File: src/rtl/uart_frame_sched_pkg.sv
// Shared constants and state encoding for the UART frame scheduler.
package uart_frame_sched_pkg;

  localparam int FRAME_LEN = 11;
  localparam int IDX_W     = 4;

  localparam logic [7:0] HDR0_DEF = 8'hAA;
  localparam logic [7:0] HDR1_DEF = 8'h55;

  localparam logic [IDX_W-1:0] IDX_PAY_FIRST = IDX_W'(2);
  localparam logic [IDX_W-1:0] IDX_CHK       = IDX_W'(FRAME_LEN - 1);

  typedef enum logic [2:0] {
    IDLE,
    ISSUE,
    GUARD,
    WAIT,
    DONE
  } state_t;

endpackage

File: src/rtl/frame_byte_sel.sv
// Maps the frame byte index onto header, payload (MSB-first) or checksum byte.
module frame_byte_sel
  import uart_frame_sched_pkg::*;
#(
  parameter logic [7:0] HDR0 = HDR0_DEF,
  parameter logic [7:0] HDR1 = HDR1_DEF
) (
  input  logic [IDX_W-1:0] byte_idx,
  input  logic [63:0]      payload,
  input  logic [7:0]       checksum,
  output logic [7:0]       byte_out
);

  always_comb begin
    byte_out = 8'h00;
    case (byte_idx)
      4'd0:    byte_out = HDR0;
      4'd1:    byte_out = HDR1;
      4'd2:    byte_out = payload[63:56];
      4'd3:    byte_out = payload[55:48];
      4'd4:    byte_out = payload[47:40];
      4'd5:    byte_out = payload[39:32];
      4'd6:    byte_out = payload[31:24];
      4'd7:    byte_out = payload[23:16];
      4'd8:    byte_out = payload[15:8];
      4'd9:    byte_out = payload[7:0];
      IDX_CHK: byte_out = checksum;
      default: byte_out = 8'h00;
    endcase
  end

endmodule

File: src/rtl/uart_frame_sched.sv
// Sequences 64-bit packets into 11-byte UART frames with a one-deep pending buffer.
//   state | meaning
//   IDLE  | no frame; start on pkt_en or pending packet
//   ISSUE | wait for transmitter idle, then launch current byte
//   GUARD | cover the tx_busy rise latency after tx_en
//   WAIT  | wait for byte to finish; advance or finish frame
//   DONE  | frame_done pulse; optionally start next frame
module uart_frame_sched
  import uart_frame_sched_pkg::*;
#(
  parameter logic [7:0] HDR0   = HDR0_DEF,
  parameter logic [7:0] HDR1   = HDR1_DEF,
  parameter int         DROP_W = 16
) (
  input  logic              sys_clk,
  input  logic              sys_rst_n,
  input  logic [63:0]       pkt_data,
  input  logic              pkt_en,
  input  logic              tx_busy,
  output logic [7:0]        tx_data,
  output logic              tx_en,
  output logic              frame_busy,
  output logic              frame_done,
  output logic [DROP_W-1:0] drop_cnt
);

  state_t             state, state_nxt;
  logic [63:0]        payload, payload_nxt;
  logic [63:0]        pend_data, pend_data_nxt;
  logic               pend_vld, pend_vld_nxt;
  logic [IDX_W-1:0]   byte_idx, byte_idx_nxt;
  logic [7:0]         checksum, checksum_nxt;
  logic [7:0]         tx_data_nxt;
  logic               tx_en_nxt;
  logic               frame_busy_nxt;
  logic               frame_done_nxt;
  logic [DROP_W-1:0]  drop_cnt_nxt;
  logic [7:0]         cur_byte;

  frame_byte_sel #(
    .HDR0 (HDR0),
    .HDR1 (HDR1)
  ) u_byte_sel (
    .byte_idx (byte_idx),
    .payload  (payload),
    .checksum (checksum),
    .byte_out (cur_byte)
  );

  always_comb begin
    state_nxt      = state;
    payload_nxt    = payload;
    pend_data_nxt  = pend_data;
    pend_vld_nxt   = pend_vld;
    byte_idx_nxt   = byte_idx;
    checksum_nxt   = checksum;
    tx_data_nxt    = tx_data;
    tx_en_nxt      = 1'b0;
    frame_busy_nxt = frame_busy;
    frame_done_nxt = 1'b0;
    drop_cnt_nxt   = drop_cnt;

    // Mid-frame packets park in pending; overwriting a valid one is a drop.
    if (pkt_en && (state != IDLE) && (state != DONE)) begin
      pend_data_nxt = pkt_data;
      pend_vld_nxt  = 1'b1;
      if (pend_vld && (drop_cnt != {DROP_W{1'b1}})) begin
        drop_cnt_nxt = drop_cnt + DROP_W'(1);
      end
    end

    unique case (state)
      IDLE, DONE: begin
        if (state == DONE) begin
          frame_busy_nxt = 1'b0;
          state_nxt      = IDLE;
        end
        if (pkt_en || pend_vld) begin
          if (pend_vld) begin
            payload_nxt  = pend_data;
            pend_vld_nxt = pkt_en;
            if (pkt_en) begin
              pend_data_nxt = pkt_data;
            end
          end else begin
            payload_nxt = pkt_data;
          end
          byte_idx_nxt   = '0;
          checksum_nxt   = 8'h00;
          frame_busy_nxt = 1'b1;
          state_nxt      = ISSUE;
        end
      end
      ISSUE: begin
        if (!tx_busy) begin
          tx_data_nxt = cur_byte;
          tx_en_nxt   = 1'b1;
          if ((byte_idx >= IDX_PAY_FIRST) && (byte_idx < IDX_CHK)) begin
            checksum_nxt = checksum + cur_byte;
          end
          state_nxt = GUARD;
        end
      end
      GUARD: begin
        state_nxt = WAIT;
      end
      WAIT: begin
        if (!tx_busy) begin
          if (byte_idx == IDX_CHK) begin
            frame_done_nxt = 1'b1;
            frame_busy_nxt = 1'b0;
            state_nxt      = DONE;
          end else begin
            byte_idx_nxt = byte_idx + IDX_W'(1);
            state_nxt    = ISSUE;
          end
        end
      end
      default: begin
        state_nxt = IDLE;
      end
    endcase
  end

  always_ff @(posedge sys_clk) begin
    if (!sys_rst_n) begin
      state      <= IDLE;
      payload    <= '0;
      pend_data  <= '0;
      pend_vld   <= 1'b0;
      byte_idx   <= '0;
      checksum   <= 8'h00;
      tx_data    <= 8'h00;
      tx_en      <= 1'b0;
      frame_busy <= 1'b0;
      frame_done <= 1'b0;
      drop_cnt   <= '0;
    end else begin
      state      <= state_nxt;
      payload    <= payload_nxt;
      pend_data  <= pend_data_nxt;
      pend_vld   <= pend_vld_nxt;
      byte_idx   <= byte_idx_nxt;
      checksum   <= checksum_nxt;
      tx_data    <= tx_data_nxt;
      tx_en      <= tx_en_nxt;
      frame_busy <= frame_busy_nxt;
      frame_done <= frame_done_nxt;
      drop_cnt   <= drop_cnt_nxt;
    end
  end

endmodule

File: config.mk
export PLATFORM = sky130hd
export DESIGN_NAME = uart_frame_sched
export DESIGN_NICKNAME = d
export VERILOG_FILES = /design/src/rtl/uart_frame_sched_pkg.sv /design/src/rtl/frame_byte_sel.sv /design/src/rtl/uart_frame_sched.sv
export SDC_FILE = /design/constraint.sdc
export NUM_CORES = 1
export LEC_CHECK = 0
export ABC_AREA = 1
export BUFFER_PORTS_ARGS = -buffer_cell sky130_fd_sc_hd__buf_2
export CORE_MARGIN = 3
export CORE_UTILIZATION = 58
export CTS_CLUSTER_SIZE = 28
export DETAILED_ROUTE_END_ITERATION = 12
export PLACE_DENSITY = 0.8
export SYNTH_ARGS = -nofsm -noshare
export SYNTH_HDL_FRONTEND = slang
export SYNTH_SLANG_ARGS = --single-unit
File: constraint.sdc
create_clock -name sys_clk -period 7.65 [get_ports sys_clk]
set_input_delay 1.53 -clock sys_clk [delete_from_list [all_inputs] [get_ports sys_clk]]
set_output_delay 1.53 -clock sys_clk [all_outputs]
set_load 0.05 [all_outputs]
* Word-level counts from Yosys, hierarchy flattened *
Cells that the tools add are included.

storage, ports and cells
  register bits = 171
  bits in latches = 0
  bits in writable memories = 0
  ROM bits = 0
  input bits = 68
  output and inout bits = 27
  word-level logic and storage cells = 94
  memories kept = 0

cells by class
  add/subtract/negate cells = 3
  multipliers = 0
  div/mod/pow operators = 0
  magnitude comparators = 2
  equality and inequality tests = 23
  shifts and indexed selects = 0
  multiplexer cells = 32
  bitwise gates (word level) = 3
  reductions and logical operators = 20

operators by type and width
  cell                                                                                 count
  64-bit two-way mux                                                                   6
  8-bit one-hot mux with 11 select lines                                               1
  8-bit two-way mux                                                                    3
  16-bit by 1-bit adder with 16-bit output, second input constant                      1
  4-bit by 3-bit equality test with 1-bit output, second input constant                4
  16-bit != test, second input constant                                                1
  8-bit one-hot mux with 2 select lines                                                1
  3-bit two-way mux                                                                    5
  4-bit equality test, second input constant                                           3
  4-bit two-way mux                                                                    3
  2-bit != test, second input constant                                                 6
  3-bit one-hot mux with 4 select lines                                                1
  4-bit AND reduction                                                                  3
  1-bit two-way mux                                                                    10
  8-bit adder                                                                          1
  4-bit by 2-bit equality test with 1-bit output, second input constant                2
  4-bit one-hot mux with 2 select lines                                                1
  2-bit AND reduction                                                                  4
  3-bit by 2-bit equality test with 1-bit output, second input constant                2
  3-bit != test, second input constant                                                 2
  4-bit by 1-bit adder with 4-bit output, second input constant                        1
  4-bit by 1-bit equality test with 1-bit output, second input constant                1
  4-bit by 2-bit greater-or-equal comparator with 1-bit output, second input constant  1
  1-bit logical AND                                                                    4
  other kinds (13)                                                                     16

* Depth between registers and ports, before layout *
  depth in word-level cells = 8
  mapped depth = 19
  mapped depth without buffers = 18

* Hierarchy *
A second synthesis with hierarchy kept.

second synthesis, totals
  cell total of the unflattened synthesis = 1177
  area total of the unflattened synthesis = 8075.2 µm²

by module, submodules not included
  module            instances  cells an instance  area each (µm²)  seq. area each (µm²)
  uart_frame_sched  1          1006               7299.5           3423.3
  frame_byte_sel    1          171                775.7            0.0

* Worst setup path before layout *
Ideal clock, no wire load.

  path type = reg-to-reg
  from = reg byte_idx[0]
  to = reg checksum[6]
  setup time = 0.135 ns
  arrival time = 2.577 ns
  required time = 7.515 ns
  slack = 4.937 ns
  stages on the path, launching flop included = 18
  path buffers = 1
  period minus slack after synthesis = 2.713 ns
  path through = dfxtp_1 > inv_1 > ha_1 > clkbuf_1 > nand3_1 > o21ai_0 > nor3_1 > nand3_1 > ha_1 > fa_1 > nand3_1 > nand3_1 > nand2_1 > nand2_1 > a21oi_1 > a21oi_1 > o21ai_1 > a21oi_1

between the ends
  word-level cells in the longest chain between the ends = 6
  elaborated cells on any way between the ends = 21
  classes of those cells = add/sub (1); order compare (2); eq/ne (11); mux (4); reduce/logical (3)

ends and longest elaborated chain
  what                                               RTL line                 text
  start: declaration                                 uart_frame_sched.sv:31   logic [IDX_W-1:0] byte_idx, byte_idx_nxt;
  start signal: assignment                           uart_frame_sched.sv:143  byte_idx <= byte_idx_nxt;
  4-bit equality test, or another cell as far along  frame_byte_sel.sv:16     case (byte_idx)
  8-bit one-hot mux with 11 select lines (*)         frame_byte_sel.sv:16
  named net cur_byte[0]                              uart_frame_sched.sv:38   logic [7:0] cur_byte;
  8-bit adder (*)                                    uart_frame_sched.sv:99   checksum_nxt = checksum + cur_byte;
  8-bit two-way mux (*)                              uart_frame_sched.sv:98   if ((byte_idx >= IDX_PAY_FIRST) && (byte_idx < IDX_CHK)) begin
  8-bit two-way mux (*)                              uart_frame_sched.sv:95   if (!tx_busy) begin
  8-bit one-hot mux with 2 select lines (*)          uart_frame_sched.sv:72   unique case (state)
  end signal: assignment                             uart_frame_sched.sv:144  checksum <= checksum_nxt;
  end: declaration                                   uart_frame_sched.sv:32   logic [7:0] checksum, checksum_nxt;

Mark *: on every way through the listed nets, which the timed path passes. The rest lies on a longest branch. The select of a mux whose other input is x is not followed.
A chain may end at the register's enable or synchronous reset.

* Worst setup path after layout *
  from = in pkt_en
  to = reg payload[34]

between the ends
  word-level cells in the longest chain between the ends = 2

ends and longest elaborated chain
  what                                  RTL line                 text
  start: declaration                    uart_frame_sched.sv:18   input logic pkt_en,
  1-bit logical OR                      uart_frame_sched.sv:78   if (pkt_en || pend_vld) begin
  2-bit AND reduction (no source line)  -
  end signal: assignment                uart_frame_sched.sv:140  payload <= payload_nxt;
  end: declaration                      uart_frame_sched.sv:28   logic [63:0] payload, payload_nxt;

No other way between the ends.

==> metrics.md <==
| Metric | Value |
|---|---|
| Outcome | `completed` |
| Worst Hold Depth | `2` |
| Height of the die | `122 um` |
| Fin Hold WS | `0.470 ns` |
| Final core utilization | `68.8%` |
| Die Outline Area | `14900 um2` |
| Post-synthesis instance area | `7810 um2` |
| Fin. max-slew vios | `0` |
| Worst-case setup margin in the final layout | `4.29 ns` |
| Setup CP Type | `in2reg` |
| Terminus of the critical flop-to-flop path | `checksum[6]` |
| Violation count after the first detailed-route iteration | `705` |
| Total power density per cell area | `290 nW/um2` |
| Crit Reg-Reg Startpoint | `byte_idx[0]` |
| Routed Wire Length | `20100 um` |
| Count of instances resized after the clock tree is built | `0` |
| Reg2Reg Setup Slack | `4.35 ns` |
| Residual antenna-violating net count after detailed routing | `0` |
| Maximum frequency from static timing analysis | `297 MHz` |
| Post-Syn Instances | `1088` |
| Routed length per instance | `15.1 um` |
| Flip-flop and latch count after synthesis | `171` |
| Ranking of synthesized cells by area | `sky130_fd_sc_hd__dfxtp_1 44%, sky130_fd_sc_hd__nand2_1 11%, sky130_fd_sc_hd__o21ai_0 9.7%` |
| Peak fanout along the critical path | `82` |
| Endpoints failing setup | `0` |
| H-tree lvl count | `4` |
| Max cap viols | `0` |
| Number of clock buffers inserted by TritonCTS | `17` |
| DP HPWL | `13100 um` |
| Input/output buffers | `94` |
| Met2 Resource Use GR | `43.5%` |
| Max_slew headroom | `21.3%` |
| Worst EP arrival | `3.72 ns` |
| Period utilisation layout | `44.0%` |
| Yosys warnings | `0` |
| Sequential area share after synthesis | `43.8%` |
| Number of placed I/O pins | `95` |
| Filler Cell Count | `1145` |
| Horizontal die dimension | `122 um` |
| Diode insertion count for antenna repair | `0` |
| Post-synth EDFFs | `0` |
| Layer carrying the most global-route usage | `met2` |
| Maximum vdd ir drop | `185 uV` |
| Buffer count from post-CTS setup fixing | `0` |
| Clock slew at reported path FFs | `0.06 ns` |
| Dominant cell type by area after synthesis | `sky130_fd_sc_hd__dfxtp_1` |
| Startpoint type of the worst setup path | `input port` |
| Clk Tree Root Cell | `sky130_fd_sc_hd__clkbuf_16` |
| Post-route setup TNS | `0 ns` |
| Static leakage | `3.75 nW` |
| Aggregate global-route resource usage | `27.0%` |
| Transition time of the tightest slew-check pin | `1.18 ns` |
| Proportion of register bits with asynchronous set or reset after synthesis | `0%` |
| Final estimated routing congestion in global placement | `0.974` |
| Global-route wire length before repair | `32300 um` |
| Share of final-layout standard cells stronger than drive strength 1 | `14.3%` |
| Sink of the worst hold path | `payload[14]` |
| Clock tree from TritonCTS | `built` |
| Worst-case clock skew | `0.00935 ns` |
| Tmin final | `3.36 ns` |
| Leading cell types in the layout, fill and taps excluded | `230 x sky130_fd_sc_hd__nand2_1, 174 x sky130_fd_sc_hd__nor2_1, 170 x sky130_fd_sc_hd__dfxtp_1` |
| Hold-fix buffer count after cts | `0` |
| Number of antenna violations at the first check in global routing | `0` |
| Number of vias after detailed routing | `7433` |
| Number of nets in the synthesized netlist | `1169` |
| Number of sinks handled by clock tree synthesis | `171` |
| Share of the synthesized area in the top cell type | `43.8%` |
| Min-delay worst type | `reg2reg` |
| Number of cells on the worst reg-to-reg path | `16` |
| Core outline area | `12900 um2` |
| Synthesis-to-finish area growth | `13.4%` |
| Grt met1 use | `36.8%` |
| DRC violations left | `0` |
| Distinct cell type count after synthesis | `44` |
| Crit path capture type | `flip-flop` |
| First-pass iteration count of the detailed router | `5` |
| Clock latency reported for the late side of the worst-skew pair | `0.43 ns` |
| Vias in the first global route | `6567` |
| Mean instance size in the synthesized netlist | `7.18 um2` |
| Most frequently used flop master after synthesis | `sky130_fd_sc_hd__dfxtp_1` |
| Maximum root-to-sink buffer count | `2` |
| Effective utilization at floorplan | `60.7%` |
| Global-route met3 utilization | `5.06%` |
| Worst setup slack before clock tree synthesis | `3.92 ns` |
| Row cnt | `41` |
| Routed via count divided by cell count | `5.61` |
| Unrepaired setup endpoints after global routing | `false` |
| Final hold viol count | `0` |
| Most common library cell in the layout ignoring fill and taps | `sky130_fd_sc_hd__nand2_1` |
| Overflow after GRT | `0` |
| Final-stage net count | `1222` |
| Critical path required time | `8.00 ns` |
| Largest net degree at the start of global routing | `83` |
==> cells in the mapped netlist, types with 2 or more instances <==
cell / number
sky130_fd_sc_hd__inv_1: 54
sky130_fd_sc_hd__nor3_1: 16
sky130_fd_sc_hd__nor3_4: 2
sky130_fd_sc_hd__buf_6: 3
sky130_fd_sc_hd__nor2_1: 174
sky130_fd_sc_hd__nand2_2: 4
sky130_fd_sc_hd__xor2_1: 3
sky130_fd_sc_hd__dfxtp_1: 171
sky130_fd_sc_hd__a21oi_2: 6
sky130_fd_sc_hd__o21ai_0: 152
sky130_fd_sc_hd__clkbuf_1: 43
sky130_fd_sc_hd__nor2_2: 3
sky130_fd_sc_hd__a21oi_1: 37
sky130_fd_sc_hd__nor2_4: 2
sky130_fd_sc_hd__inv_2: 8
sky130_fd_sc_hd__o21ai_1: 4
sky130_fd_sc_hd__a31oi_1: 66
sky130_fd_sc_hd__buf_2: 15
sky130_fd_sc_hd__buf_1: 2
sky130_fd_sc_hd__nand3b_1: 2
sky130_fd_sc_hd__xnor2_1: 4
sky130_fd_sc_hd__a221oi_1: 4
sky130_fd_sc_hd__nand4_1: 13
sky130_fd_sc_hd__nand3_2: 2
sky130_fd_sc_hd__a211oi_1: 3
sky130_fd_sc_hd__ha_1: 12
sky130_fd_sc_hd__a22o_1: 3
sky130_fd_sc_hd__nand2_1: 230
sky130_fd_sc_hd__o211ai_2: 2
sky130_fd_sc_hd__o2111ai_1: 2
sky130_fd_sc_hd__buf_4: 2
sky130_fd_sc_hd__nand3_1: 32
==> area by class of cell <==
cell class | count | area [um2] | share of cell area, %
Inverter | 63 | 236 | 2.67
Tap cell | 172 | 215 | 2.43
Sequential cell | 171 | 3420 | 38.7
Clock inverter | 14 | 171 | 1.93
Clock buffer | 18 | 439 | 4.96
Multi-Input combinational cell | 789 | 3860 | 43.6
Timing Repair Buffer | 99 | 510 | 5.76
==> metal layers <==
metal  part of all wire, %  vias to the layer above
met3                   6.5                       27
met5                     0                        -
met2                    46                      245
li1                      -                     3757
met4                   1.9                        0
met1                    45                     3404
==> how the worst max path moves through the flow <==
stage	startpoint	to	slack (ns)	depth (start not counted)
3_5_place_dp	pkt_en	payload[39]	3.92	8
6_report	pkt_en	payload[34]	4.29	8
3_3_place_gp	pkt_en	payload[45]	4.05	8
5_1_grt	pkt_en	payload[45]	4.03	8
4_1_cts	pkt_en	payload[34]	4.31	8
2_1_floorplan	byte_idx[0]	checksum[6]	4.94	17
==> cells by family after synthesis <==
kind of cell,count (synthesis),synth area share (%)
AND/OR/NAND/NOR,485,25.9
buffers and inverters,128,6.77
XOR/XNOR,7,0.785
adder cells (fa/ha/maj),13,2.18
AO/OA/AOI/OAI,284,20.6
flip-flops,171,43.8
==> where the power goes <==
group	internal (mW)	total, mW	switching, mW	leakage (nW)
registers	1.04	1.14	0.0914	1.41
clock network	0.522	0.882	0.360	0.281
logic	0.166	0.550	0.384	2.06
==> through the flow <==
stage	cells	instance area, um2	power (mW)
after floorplan	1088	7820	1.54
after global placement	1294	8250	1.68
after detailed placement	1294	8250	1.69
after CTS	1326	8860	2.57
after global routing	1326	8860	2.70
final	1326	8860	2.57
==> critical path, cell delays in order <==
cell,delay (ns)
sky130_fd_sc_hd__buf_2,0.09
sky130_fd_sc_hd__inv_1,0.05
sky130_fd_sc_hd__nand2_1,0.10
sky130_fd_sc_hd__nand2_1,0.13
sky130_fd_sc_hd__inv_2,0.85
sky130_fd_sc_hd__buf_4,0.53
sky130_fd_sc_hd__o21ai_0,0.17
sky130_fd_sc_hd__a31oi_1,0.21
Power figures use the tool's default switching activity.
